File: src/rtl/fabric_pkg.sv
// Shared definitions for the multi-channel fabric memory target.
// Response codes, address-width helper and flattened-bus slicing.
package fabric_pkg;

  localparam logic RESP_OK  = 1'b0;
  localparam logic RESP_ERR = 1'b1;

  localparam int BUS_MAX   = 4096;
  localparam int SLICE_MAX = 256;

  function automatic int addr_w(input int depth);
    return (depth > 1) ? $clog2(depth) : 1;
  endfunction

  // Caller zero-extends the bus to BUS_MAX and truncates the result.
  function automatic logic [SLICE_MAX-1:0] ch_slice(
    input logic [BUS_MAX-1:0] bus,
    input int                 idx,
    input int                 w
  );
    return SLICE_MAX'(bus >> (idx * w));
  endfunction

endpackage

File: src/rtl/fabric_rr_arb.sv
// Round-robin arbiter: search starts at rr_ptr, pointer moves past
// the winner only when the grant is actually taken.
module fabric_rr_arb #(
  parameter  int N  = 4,
  localparam int IW = (N > 1) ? $clog2(N) : 1
) (
  input  logic          clk,
  input  logic          rst,
  input  logic [N-1:0]  req,
  input  logic          advance,
  output logic [N-1:0]  grant,
  output logic [IW-1:0] grant_idx
);

  logic [IW-1:0] ptr_q;
  logic          found;
  int            c;

  always_comb begin
    grant     = '0;
    grant_idx = '0;
    found     = 1'b0;
    c         = 0;
    for (int k = 0; k < N; k++) begin
      c = int'(ptr_q) + k;
      if (c >= N) c = c - N;
      if (!found && req[IW'(c)]) begin
        found          = 1'b1;
        grant[IW'(c)]  = 1'b1;
        grant_idx      = IW'(c);
      end
    end
  end

  always_ff @(posedge clk) begin
    if (rst) begin
      ptr_q <= '0;
    end else if (advance) begin
      ptr_q <= (grant_idx == IW'(N - 1)) ? '0 : grant_idx + 1'b1;
    end
  end

endmodule

File: src/rtl/fabric_mc_mem.sv
// Shared DEPTH x WIDTH memory serving NUM_CH requesters through a
// round-robin arbiter, with a registered response per channel.
module fabric_mc_mem
  import fabric_pkg::*;
#(
  parameter int WIDTH  = 32,
  parameter int DEPTH  = 16,
  parameter int NUM_CH = 4,
  parameter int ADDR_W = addr_w(DEPTH)
) (
  input  logic                     clk,
  input  logic                     rst,
  input  logic [NUM_CH-1:0]        req_valid,
  output logic [NUM_CH-1:0]        req_ready,
  input  logic [NUM_CH-1:0]        req_write,
  input  logic [NUM_CH*ADDR_W-1:0] req_addr,
  input  logic [NUM_CH*WIDTH-1:0]  req_wdata,
  output logic [NUM_CH-1:0]        resp_valid,
  input  logic [NUM_CH-1:0]        resp_ready,
  output logic [NUM_CH-1:0]        resp_err,
  output logic [NUM_CH*WIDTH-1:0]  resp_rdata
);

  localparam int CH_W = (NUM_CH > 1) ? $clog2(NUM_CH) : 1;

  logic [NUM_CH-1:0]       elig;
  logic [NUM_CH-1:0]       grant;
  logic [CH_W-1:0]         gidx;
  logic                    acc;
  logic [NUM_CH-1:0]       valid_q;
  logic [NUM_CH-1:0]       err_q;
  logic [NUM_CH*WIDTH-1:0] rdata_q;
  logic [BUS_MAX-1:0]      abus;
  logic [BUS_MAX-1:0]      wbus;
  logic [ADDR_W-1:0]       addr_g;
  logic [WIDTH-1:0]        wdata_g;
  logic [WIDTH-1:0]        rdata_d;
  logic                    wr_g;
  logic                    err_d;
  logic [WIDTH-1:0]        mem_q [DEPTH];

  // A stalled response blocks its channel; nothing is granted in reset.
  assign elig = rst ? '0 : (req_valid & (~valid_q | resp_ready));

  fabric_rr_arb #(.N(NUM_CH)) u_arb (
    .clk       (clk),
    .rst       (rst),
    .req       (elig),
    .advance   (acc),
    .grant     (grant),
    .grant_idx (gidx)
  );

  assign acc       = |grant;
  assign req_ready = grant;

  assign abus    = BUS_MAX'(req_addr);
  assign wbus    = BUS_MAX'(req_wdata);
  assign addr_g  = ADDR_W'(ch_slice(abus, int'(gidx), ADDR_W));
  assign wdata_g = WIDTH'(ch_slice(wbus, int'(gidx), WIDTH));
  assign wr_g    = req_write[gidx];
  assign err_d   = (32'(addr_g) >= 32'(DEPTH)) ? RESP_ERR : RESP_OK;

  always_comb begin
    rdata_d = '0;
    if (!wr_g && err_d == RESP_OK) rdata_d = mem_q[addr_g];
  end

  always_ff @(posedge clk) begin
    if (rst) begin
      valid_q <= '0;
      err_q   <= '0;
      rdata_q <= '0;
      for (int k = 0; k < DEPTH; k++) mem_q[k] <= '0;
    end else begin
      for (int i = 0; i < NUM_CH; i++) begin
        if (grant[i]) begin
          valid_q[i]                <= 1'b1;
          err_q[i]                  <= err_d;
          rdata_q[i*WIDTH +: WIDTH] <= rdata_d;
        end else if (resp_ready[i]) begin
          valid_q[i] <= 1'b0;
        end
      end
      if (acc && wr_g && err_d == RESP_OK) mem_q[addr_g] <= wdata_g;
    end
  end

  assign resp_valid = valid_q;
  assign resp_err   = err_q;
  assign resp_rdata = rdata_q;

endmodule

File: config.mk
export PLATFORM = sky130hd
export DESIGN_NAME = fabric_mc_mem
export DESIGN_NICKNAME = d
export VERILOG_FILES = /design/src/rtl/fabric_pkg.sv /design/src/rtl/fabric_rr_arb.sv /design/src/rtl/fabric_mc_mem.sv
export SDC_FILE = /design/constraint.sdc
export NUM_CORES = 1
export LEC_CHECK = 0
export BUFFER_PORTS_ARGS = -buffer_cell sky130_fd_sc_hd__buf_2
export CORE_MARGIN = 1
export CORE_UTILIZATION = 50
export DETAILED_ROUTE_END_ITERATION = 8
export GPL_ROUTABILITY_DRIVEN = 0
export PLACE_DENSITY_LB_ADDON = 0.2
export SLEW_MARGIN = 20
export SYNTH_ARGS = -nofsm -noshare
export SYNTH_HDL_FRONTEND = slang
export SYNTH_HIERARCHICAL = 1
export SYNTH_SLANG_ARGS = --single-unit
File: constraint.sdc
create_clock -name clk -period 6.97 [get_ports clk]
set_input_delay 1.394 -clock clk [delete_from_list [all_inputs] [get_ports clk]]
set_output_delay 1.394 -clock clk [all_outputs]
set_load 0.1 [all_outputs]
# Word-level counts from Yosys, hierarchy flattened
# Memory sizes are Yosys's and may differ from the RTL's.
# Index checks and enable logic that the tools add are counted.
# op_classes
addsub	8
multipliers	0
n_reduce_logical	17
n_mux	56
n_shift	2
bitwise	6
div	0
n_eq_ne	1
n_lt_le_gt_ge	13
# ops
operator	n
$shr 128x7->32	1
$mux 32	2
$reduce_or 32->1	1
$mux 1	30
$mux 4	6
$mux 2	9
$lt 2x4->1 const B	4
$or 4x4->4	4
$shr 16x4->4	1
$bmux 1 s2	5
$ge 3x3->1 const B	3
$demux 1 s2	4
$ge 2x1->1 const B	4
$logic_and 1x1->1	8
$reduce_bool 2->1	4
$sub 2x1->2 const B	4
$add 2x2->3 const B	2
$and 4x4->4	1
$not 4->4	1
$reduce_or 4->1	1
$add 2x1->3 const B	1
$ge 2x3->1 const B	1
$logic_not 1->1	3
$lt 2x3->1 const B	1
other kinds (2)	2
# word_totals
mem_bits_ro	0
memories	1
word_cells	113
out_inout_bits	140
latch_bits	0
ram_bits	512
input_bits	158
regBits	134
# memory_table
name	depth	width	read_ports	rd_clocked_by_memory_dff	wr	line_no	rtl
mem_q	16	32	1	0	16	fabric_mc_mem.sv:40	logic [WIDTH-1:0] mem_q [DEPTH];

# Depth between registers and ports, before layout
# Gate-level depths: netlist of the first run.
# depth
word_depth	25
ltp_mapped	18
mapped_depth_nobuf	11

# Cells and area by module
# Netlist of the first run, hierarchy kept.
# by_module_without_submodules
module	area_each_um2	n_inst	seq_area_each_um2	cells_each
fabric_mc_mem	28199.5	1	18017.3	2308
fabric_rr_arb	579.3	1	40.0	62

# Least setup slack after synthesis of the first run
# No wires, ideal clock.
# synth_path
kind	input-to-reg
start	in rst
end	mem mem_q[7][0] (enable)
t_arrival_ns	6.985
t_required_ns	6.576
setup_time_ns	0.394
setup_slack_ns	-0.409
path_stages	12
path_buffers	2
cell_sequence	clkbuf_1 clkbuf_1 nor3b_1 mux4_2 nor2b_1 a22oi_1 o21ai_0 or4_1 nand3b_1 nor3_1 nand2_1 nand2b_1
# synth_rtl
element	line_no	rtl
start, declared	fabric_mc_mem.sv:12	input logic rst,
end, declared	fabric_mc_mem.sv:40	

# Worst setup path in the final report of the first run
# layout_path
start	reg u_arb.ptr_q[0]
end	out req_ready[0]
# layout_between
elab_chain_len	15
elab_cells_between_ends	63
cone_classes	add/sub (7); order compare (12); mux (31); bitwise (3); reduce/logical (10)
# layout_lines
element	line_no	rtl
start, declared	fabric_rr_arb.sv:15	logic [IW-1:0] ptr_q;
start signal, assigned	fabric_rr_arb.sv:39	ptr_q <= (grant_idx == IW'(N - 1)) ? '0 : grant_idx + 1'b1;
branches (longest 14 deep; another with $lt 2x4->1)	-	
$mux 4 (*)	fabric_rr_arb.sv:27	if (!found && req[IW'(c)]) begin
end, declared	fabric_mc_mem.sv:14	output logic [NUM_CH-1:0] req_ready,
# Mark *: on every way between the ends. The select of a mux whose other input is x is not followed.

==> flow_metrics.env, run 1 <==
export IMPL_cp_cell_sequence="inv_1 > ha_1 > mux4_2 > nor4b_1 > a22oi_1 > o21ai_4 > buf_4 > buf_2"
export IMPL_synth_enable_flop_cells=512
export IMPL_detail_route_vias_per_cell=6.07
export IMPL_synth_seq_cells=646
export IMPL_unrepaired_setup_endpoints_after_global_routing="false"
export IMPL_fin_crit_ns=6.06
export IMPL_post_route_setup_tns_ns=0
export IMPL_synth_area_mm2=0.0288
export IMPL_cts_buffers_inserted=68
export IMPL_routed_wl_um=87900
export IMPL_htree_num_levels=3
export IMPL_power_frac_clock_pct=21.3
export IMPL_die_area_mm2=0.0585
export IMPL_max_cap_viol_count=0
export IMPL_synth_seq_area_share_pct=62.7
export IMPL_period_share_pct=86.9
export IMPL_postSynthAreaPerCell_um2=12.1
export IMPL_criticalPathCategory="flop to primary output"
export IMPL_grt_pass1_wl_um=128000
export IMPL_r2r_setup_slack_ns=1.28
export IMPL_cpMaxStageDelayCell="sky130_fd_sc_hd__dfxtp_1"
export IMPL_cts_hold_repair_buffers=0
export IMPL_fin_nets=2782
export IMPL_switchingPower_w=0.00807
export IMPL_critPathMaxFanout=66
export IMPL_cts_sinks=646
export IMPL_tritoncts_clock_tree="yes"
export IMPL_mostFrequentLayoutCells="sky130_fd_sc_hd__nor2_1 (653), sky130_fd_sc_hd__edfxtp_1 (512), sky130_fd_sc_hd__mux2i_1 (356)"
export IMPL_cp_arrival_ns=4.66
export IMPL_grt_overflow_total=0
export IMPL_cell_int_power_w=0.00905
export IMPL_cts_root_buffer="sky130_fd_sc_hd__clkbuf_16"
export IMPL_io_buffer_count=293
export IMPL_timing_critical_path_required_ns=5.58
export IMPL_via_count=20800
export IMPL_pin_count_of_the_biggest_net_entering_global_routing=87
export IMPL_power_leakage_nw=13.3
export IMPL_yosys_warnings=6
export IMPL_fin_worst_skew_ns=0.0277
export IMPL_core_rowCount=87
export IMPL_postCtsResizedCells=0
export IMPL_detail_route_first_pass_iterations=5
export IMPL_power_frac_comb_pct=49.7
export IMPL_post_route_cells_drive_above_1_share_pct=21.3
export IMPL_place_hpwl_um=56000
export IMPL_placedCellCount=3301
export IMPL_die_height_um=242
export IMPL_holdCritPathClass="flop to flop"
export IMPL_slowest_delay_ns=0.84
export IMPL_switch_share_pct=47.1
export IMPL_groute_usage_overall_pct=29.4
export IMPL_start_kind="flop"
export IMPL_slew_headroom_pct=29.1
export IMPL_netlist_instances=2370
export IMPL_hold_viol=0
export IMPL_via_count_of_the_first_global_routing_pass=20100
export IMPL_synthArstFlopShare_pct=0
export IMPL_clkSlewWorstSetupHoldPaths_ns=0.06
export IMPL_placeableCoreArea_mm2=0.0566
export IMPL_wl_per_cell_um=25.7
export IMPL_peakVddDrop_mv=0.547
export IMPL_clk_latency_ns=0.61
export IMPL_first_iter_violations=2189
export IMPL_diodes=0
export IMPL_antenna_nets_post_route=0
export IMPL_pwr_share_seq_pct=29.0
export IMPL_crit_path_end_kind="primary output"
export IMPL_power_per_cell_area_mw_per_mm2=511
export IMPL_top_level_ports=298
export IMPL_fp_dieW_um=242
export IMPL_drc=0
export IMPL_final_common_cell="sky130_fd_sc_hd__nor2_1"
export IMPL_post_cts_buffers=0
export IMPL_postSynth_topFlopCell="sky130_fd_sc_hd__edfxtp_1"
export IMPL_synth_cell_types=49
export IMPL_start_util_pct=50.8
export IMPL_report_final_slew_viol_count=0
export IMPL_clockBufferDepth=3
export IMPL_status="complete, no violations"
export IMPL_count_of_placed_standard_cells_in_the_final_layout_fillers_left_out=3427
export IMPL_setup_viol=0
export IMPL_maxClockFrequency_mhz=165
export IMPL_grt_antenna_before_repair=3
export IMPL_area_growth_synth_to_final_pct=16.5
export IMPL_tightest_slew_ns=1.06
[metrics by stage]
stage               utilization (%)  total power [W]  setup slack, ns  cell area [um2]  hold WS (ns)
floorplan                         -           0.0110            0.451            28800         0.599
global placement               55.2           0.0133            0.921            31300         0.474
detailed placement             55.3           0.0135            0.778            31300         0.478
CTS                            59.2           0.0171            0.960            33500         0.486
global route                   59.2           0.0177            0.682            33500         0.506
finish                         59.2           0.0171            0.912            33500         0.485
[synth_stat cells, types with 2 or more instances]
cell | number | area share [%]
sky130_fd_sc_hd__a21oi_1 | 3 | 0.052
sky130_fd_sc_hd__nor2b_1 | 6 | 0.13
sky130_fd_sc_hd__a221o_1 | 2 | 0.070
sky130_fd_sc_hd__o21ai_0 | 7 | 0.12
sky130_fd_sc_hd__a32oi_1 | 31 | 0.94
sky130_fd_sc_hd__o21ai_1 | 32 | 0.56
sky130_fd_sc_hd__edfxtp_1 | 512 | 53
sky130_fd_sc_hd__or4_1 | 2 | 0.052
sky130_fd_sc_hd__buf_6 | 5 | 0.20
sky130_fd_sc_hd__a31o_1 | 2 | 0.061
sky130_fd_sc_hd__nor3b_1 | 5 | 0.13
sky130_fd_sc_hd__nand3_1 | 4 | 0.070
sky130_fd_sc_hd__and3_1 | 2 | 0.043
sky130_fd_sc_hd__nor3_2 | 2 | 0.070
sky130_fd_sc_hd__mux2_2 | 38 | 1.5
sky130_fd_sc_hd__o211ai_1 | 32 | 0.83
sky130_fd_sc_hd__clkbuf_1 | 123 | 1.6
sky130_fd_sc_hd__mux2i_1 | 356 | 12
sky130_fd_sc_hd__nor3_1 | 3 | 0.052
sky130_fd_sc_hd__mux4_2 | 7 | 0.55
sky130_fd_sc_hd__a311oi_1 | 128 | 3.9
sky130_fd_sc_hd__inv_1 | 3 | 0.039
sky130_fd_sc_hd__nand2_1 | 110 | 1.4
sky130_fd_sc_hd__nand2b_1 | 18 | 0.39
sky130_fd_sc_hd__dfxtp_1 | 134 | 9.3
sky130_fd_sc_hd__a31oi_1 | 2 | 0.043
sky130_fd_sc_hd__nor2_1 | 655 | 8.5
sky130_fd_sc_hd__buf_2 | 69 | 1.2
sky130_fd_sc_hd__a22oi_1 | 35 | 0.91
sky130_fd_sc_hd__mux4_1 | 2 | 0.18
sky130_fd_sc_hd__nor2_2 | 2 | 0.043
sky130_fd_sc_hd__buf_4 | 10 | 0.26
sky130_fd_sc_hd__ha_1 | 9 | 0.39
sky130_fd_sc_hd__buf_1 | 4 | 0.052
[power by group through the flow]
stage                     Sequential [W]  Clock (W)  Combinational (W)
after detailed placement         0.00503          0            0.00843
after CTS                        0.00496    0.00367            0.00845
after global placement           0.00502          0            0.00831
after global routing             0.00500    0.00382            0.00889
final                            0.00496    0.00365            0.00852
after floorplan                  0.00672          0            0.00432
[path summary, 6_finish.rpt]
check,endpoint,start,depth (start not counted)
worst max-delay path,req_ready[0],u_arb/ptr_q[0]$_SDFFE_PP0P_,8
worst min-delay path,resp_rdata[38]$_SDFFE_PP0P_,resp_rdata[38]$_SDFFE_PP0P_,2
worst max register to register,resp_rdata[44]$_SDFFE_PP0P_,u_arb/ptr_q[0]$_SDFFE_PP0P_,13
worst min register to register,resp_rdata[38]$_SDFFE_PP0P_,resp_rdata[38]$_SDFFE_PP0P_,2
[critical path: cells and delay by family (launching register included)]
kind,cells,cell delay (ns)
AO/OA/AOI/OAI,2,0.31
adder cells (fa/ha/maj),1,0.45
buffers and inverters,3,1.51
flip-flops,1,0.84
multiplexers,1,0.41
AND/OR/NAND/NOR,1,0.53
[per-layer routing]
metal | wire, um | part of all wire, % | vias up | track usage [%]
li1 | - | - | 9163 | -
met1 | 35800 | 41 | 10400 | 40.4
met2 | 41000 | 47 | 1083 | 46.1
met3 | 8010 | 9.1 | 172 | 5.35
met4 | 3170 | 3.6 | 2 | 12.0
met5 | 13 | 0.015 | - | 0
[cells by family (layout without fill, tap and decap cells)]
logic type | Yosys count | after routing | share of synthesized area [%]
mux | 403 | 403 | 14.6
compound gates | 278 | 278 | 7.65
other cells | 1 | 4 | 0.0130
simple gates | 819 | 819 | 11.3
flops | 646 | 646 | 62.7
buf+inv | 214 | 512 | 3.35
fa+ha+maj | 9 | 9 | 0.391
[layout make-up]
class	count	area [um2]
fill	4582	23100
multi-input combinational	1513	9900
inverter	3	11.3
sequential	646	18100
clock inverter	33	289
tap	756	946
timing repair buffer	383	2370
clock buffer	93	1970
[state kept, by name, summed over array words and instances (netlist names)]
| register | count |
|---|---|
| u_arb/ptr_q | 2 |
| resp_rdata | 128 |
| mem_q | 512 |
| resp_valid | 4 |
Note: power is estimated with default switching activity, not from simulation.
==> inputs of run 2 (changes only) <==
--- a/config.mk
+++ b/config.mk
@@ -11,6 +11,7 @@
 export DETAILED_ROUTE_END_ITERATION = 8
 export GPL_ROUTABILITY_DRIVEN = 0
 export PLACE_DENSITY_LB_ADDON = 0.2
+export SETUP_SLACK_MARGIN = 0.3
 export SLEW_MARGIN = 20
 export SYNTH_ARGS = -nofsm -noshare
 export SYNTH_HDL_FRONTEND = slang
==> constraint.sdc (replaced) <==
create_clock -name clk -period 7.48 [get_ports clk]
set_input_delay 1.496 -clock clk [delete_from_list [all_inputs] [get_ports clk]]
set_output_delay 1.496 -clock clk [all_outputs]
set_load 0.1 [all_outputs]
==> flow_metrics.env, run 2 (synthesis gave the netlist of run 1 again) <==
export IMPL_mostFrequentLayoutCells="sky130_fd_sc_hd__nor2_1 (653), sky130_fd_sc_hd__edfxtp_1 (512), sky130_fd_sc_hd__mux2i_1 (356)"
export IMPL_core_rowCount=87
export IMPL_timing_critical_path_required_ns=5.98
export IMPL_worstReg2RegStart="u_arb/ptr_q[0]$_SDFFE_PP0P_"
export IMPL_maxClockFrequency_mhz=160
export IMPL_groute_usage_overall_pct=29.4
export IMPL_top_level_ports=298
export IMPL_diodes=0
export IMPL_detail_route_vias_per_cell=6.05
export IMPL_via_count_of_the_first_global_routing_pass=19900
export IMPL_holdCritPathClass="flop to flop"
export IMPL_tightest_slew_ns=1.20
export IMPL_slew_headroom_pct=20.1
export IMPL_power_frac_clock_pct=18.8
export IMPL_die_height_um=242
export IMPL_max_cap_viol_count=0
export IMPL_final_common_cell="sky130_fd_sc_hd__nor2_1"
export IMPL_placeableCoreArea_mm2=0.0566
export IMPL_power_leakage_nw=13.0
export IMPL_filler_cell_count=4617
export IMPL_setup_viol=0
export IMPL_drc=0
export IMPL_cpMaxStageDelayCell="sky130_fd_sc_hd__dfxtp_1"
export IMPL_cp_top_family="buffers and inverters"
export IMPL_area_growth_synth_to_final_pct=14.3
export IMPL_switchingPower_w=0.00759
export IMPL_hold_start="resp_rdata[79]$_SDFFE_PP0P_"
export IMPL_cell_int_power_w=0.00798
export IMPL_critical_path_startpoint="u_arb/ptr_q[0]$_SDFFE_PP0P_"
export IMPL_grt_most_used_layer="met2"
export IMPL_via_count=20500
export IMPL_pwr_share_seq_pct=29.9
export IMPL_post_route_setup_tns_ns=0
export IMPL_cts_hold_repair_buffers=0
export IMPL_clockBufferDepth=3
export IMPL_r2r_setup_slack_ns=1.69
export IMPL_peakVddDrop_mv=0.422
export IMPL_setup_ws_ns=1.24
export IMPL_cp_arrival_ns=4.74
export IMPL_postCtsResizedCells=0
export IMPL_fin_nets=2753
export IMPL_slowest_delay_ns=0.84
export IMPL_power_per_cell_area_mw_per_mm2=473
export IMPL_status="complete, no violations"
export IMPL_cp_cell_sequence="inv_1 > ha_1 > mux4_2 > nor4b_1 > a22oi_1 > o21ai_4 > buf_4 > buf_2"
export IMPL_largest_register_ff_count=512
export IMPL_fin_crit_ns=6.24
export IMPL_first_iter_violations=2214
export IMPL_critPathMaxFanout=66
export IMPL_cp_buf_inv_count=3
export IMPL_unrepaired_setup_endpoints_after_global_routing="false"
export IMPL_criticalPathCategory="flop to primary output"
export IMPL_period_share_pct=83.4
export IMPL_cts_root_buffer="sky130_fd_sc_hd__clkbuf_16"
export IMPL_grt_pass1_wl_um=128000
export IMPL_registers_top_by_ff_count="mem_q"
export IMPL_cts_sinks=646
export IMPL_cts_buffers_inserted=61
export IMPL_wl_per_cell_um=25.9
export IMPL_clk_latency_ns=0.64
export IMPL_grtUsageMet1_pct=39.3
export IMPL_switch_share_pct=48.8
export IMPL_io_buffer_count=293
export IMPL_start_kind="flop"
export IMPL_start_util_pct=50.8
export IMPL_pin_count_of_the_biggest_net_entering_global_routing=92
export IMPL_place_hpwl_um=57200
export IMPL_routed_wl_um=87900
export IMPL_htree_num_levels=2
export IMPL_clkSlewWorstSetupHoldPaths_ns=0.06
export IMPL_fin_worst_skew_ns=0.0232
export IMPL_die_area_mm2=0.0585
export IMPL_grt_antenna_before_repair=2
export IMPL_fp_dieW_um=242
export IMPL_use_met2_pct=47.0
export IMPL_met3_usage_pct=7.03
export IMPL_hold_viol=0
export IMPL_antenna_nets_post_route=0
export IMPL_power_frac_comb_pct=51.3
export IMPL_post_cts_buffers=0
export IMPL_detail_route_first_pass_iterations=5
export IMPL_post_route_cells_drive_above_1_share_pct=20.6
export IMPL_tritoncts_clock_tree="yes"
export IMPL_crit_path_end_kind="primary output"
export IMPL_report_final_slew_viol_count=0
export IMPL_place_ws_ns=1.14
export IMPL_grt_overflow_total=0
[run 2: power groups by stage]
stage	clock network (W)	logic, W	registers (W)
after floorplan	0	0.00403	0.00627
after global placement	0	0.00779	0.00471
after detailed placement	0	0.00788	0.00473
after CTS	0.00296	0.00790	0.00465
after global routing	0.00309	0.00832	0.00469
final	0.00293	0.00799	0.00466
[run 2: layer usage]
metal | up-vias | wire, um | share of wire, %
met1 | 10200 | 34600 | 39
met2 | 1135 | 41300 | 47
met3 | 135 | 9120 | 10
met5 | - | 22 | 0.025
li1 | 9088 | - | -
met4 | 4 | 2850 | 3.2
[run 2: stage by stage]
step	instance area [um2]	instances	hold slack [ns]	utilization, %	total power (W)
6_report	32900	3393	0.481	58.1	0.0156
5_1_grt	32900	3393	0.505	58.1	0.0161
4_1_cts	32900	3393	0.481	58.1	0.0155
3_5_place_dp	31000	3279	0.473	54.8	0.0126
3_3_place_gp	31000	3279	0.472	54.8	0.0125
2_1_floorplan	28800	2373	0.599	-	0.0103
[run 2: worst min-delay path: stages, from the launching register on]
cell	delay [ns]
sky130_fd_sc_hd__dfxtp_1	0.31
sky130_fd_sc_hd__nor2_1	0.08
sky130_fd_sc_hd__a311oi_1	0.05
[run 2: layout make-up]
class	count	area, um2	area share (%)
Inverter	3	11.3	0.0342
Clock buffer	93	1750	5.31
Tap cell	756	946	2.87
Sequential cell	646	18100	54.9
Multi-Input combinational cell	1513	9950	30.2
Timing Repair Buffer	361	2080	6.32
Clock inverter	21	111	0.338
[run 2: worst paths after layout]
path	endpoint	cells past startpoint
max reg2reg	resp_rdata[68]$_SDFFE_PP0P_	10
min reg2reg	resp_rdata[79]$_SDFFE_PP0P_	2
max	req_ready[0]	8
min	resp_rdata[79]$_SDFFE_PP0P_	2
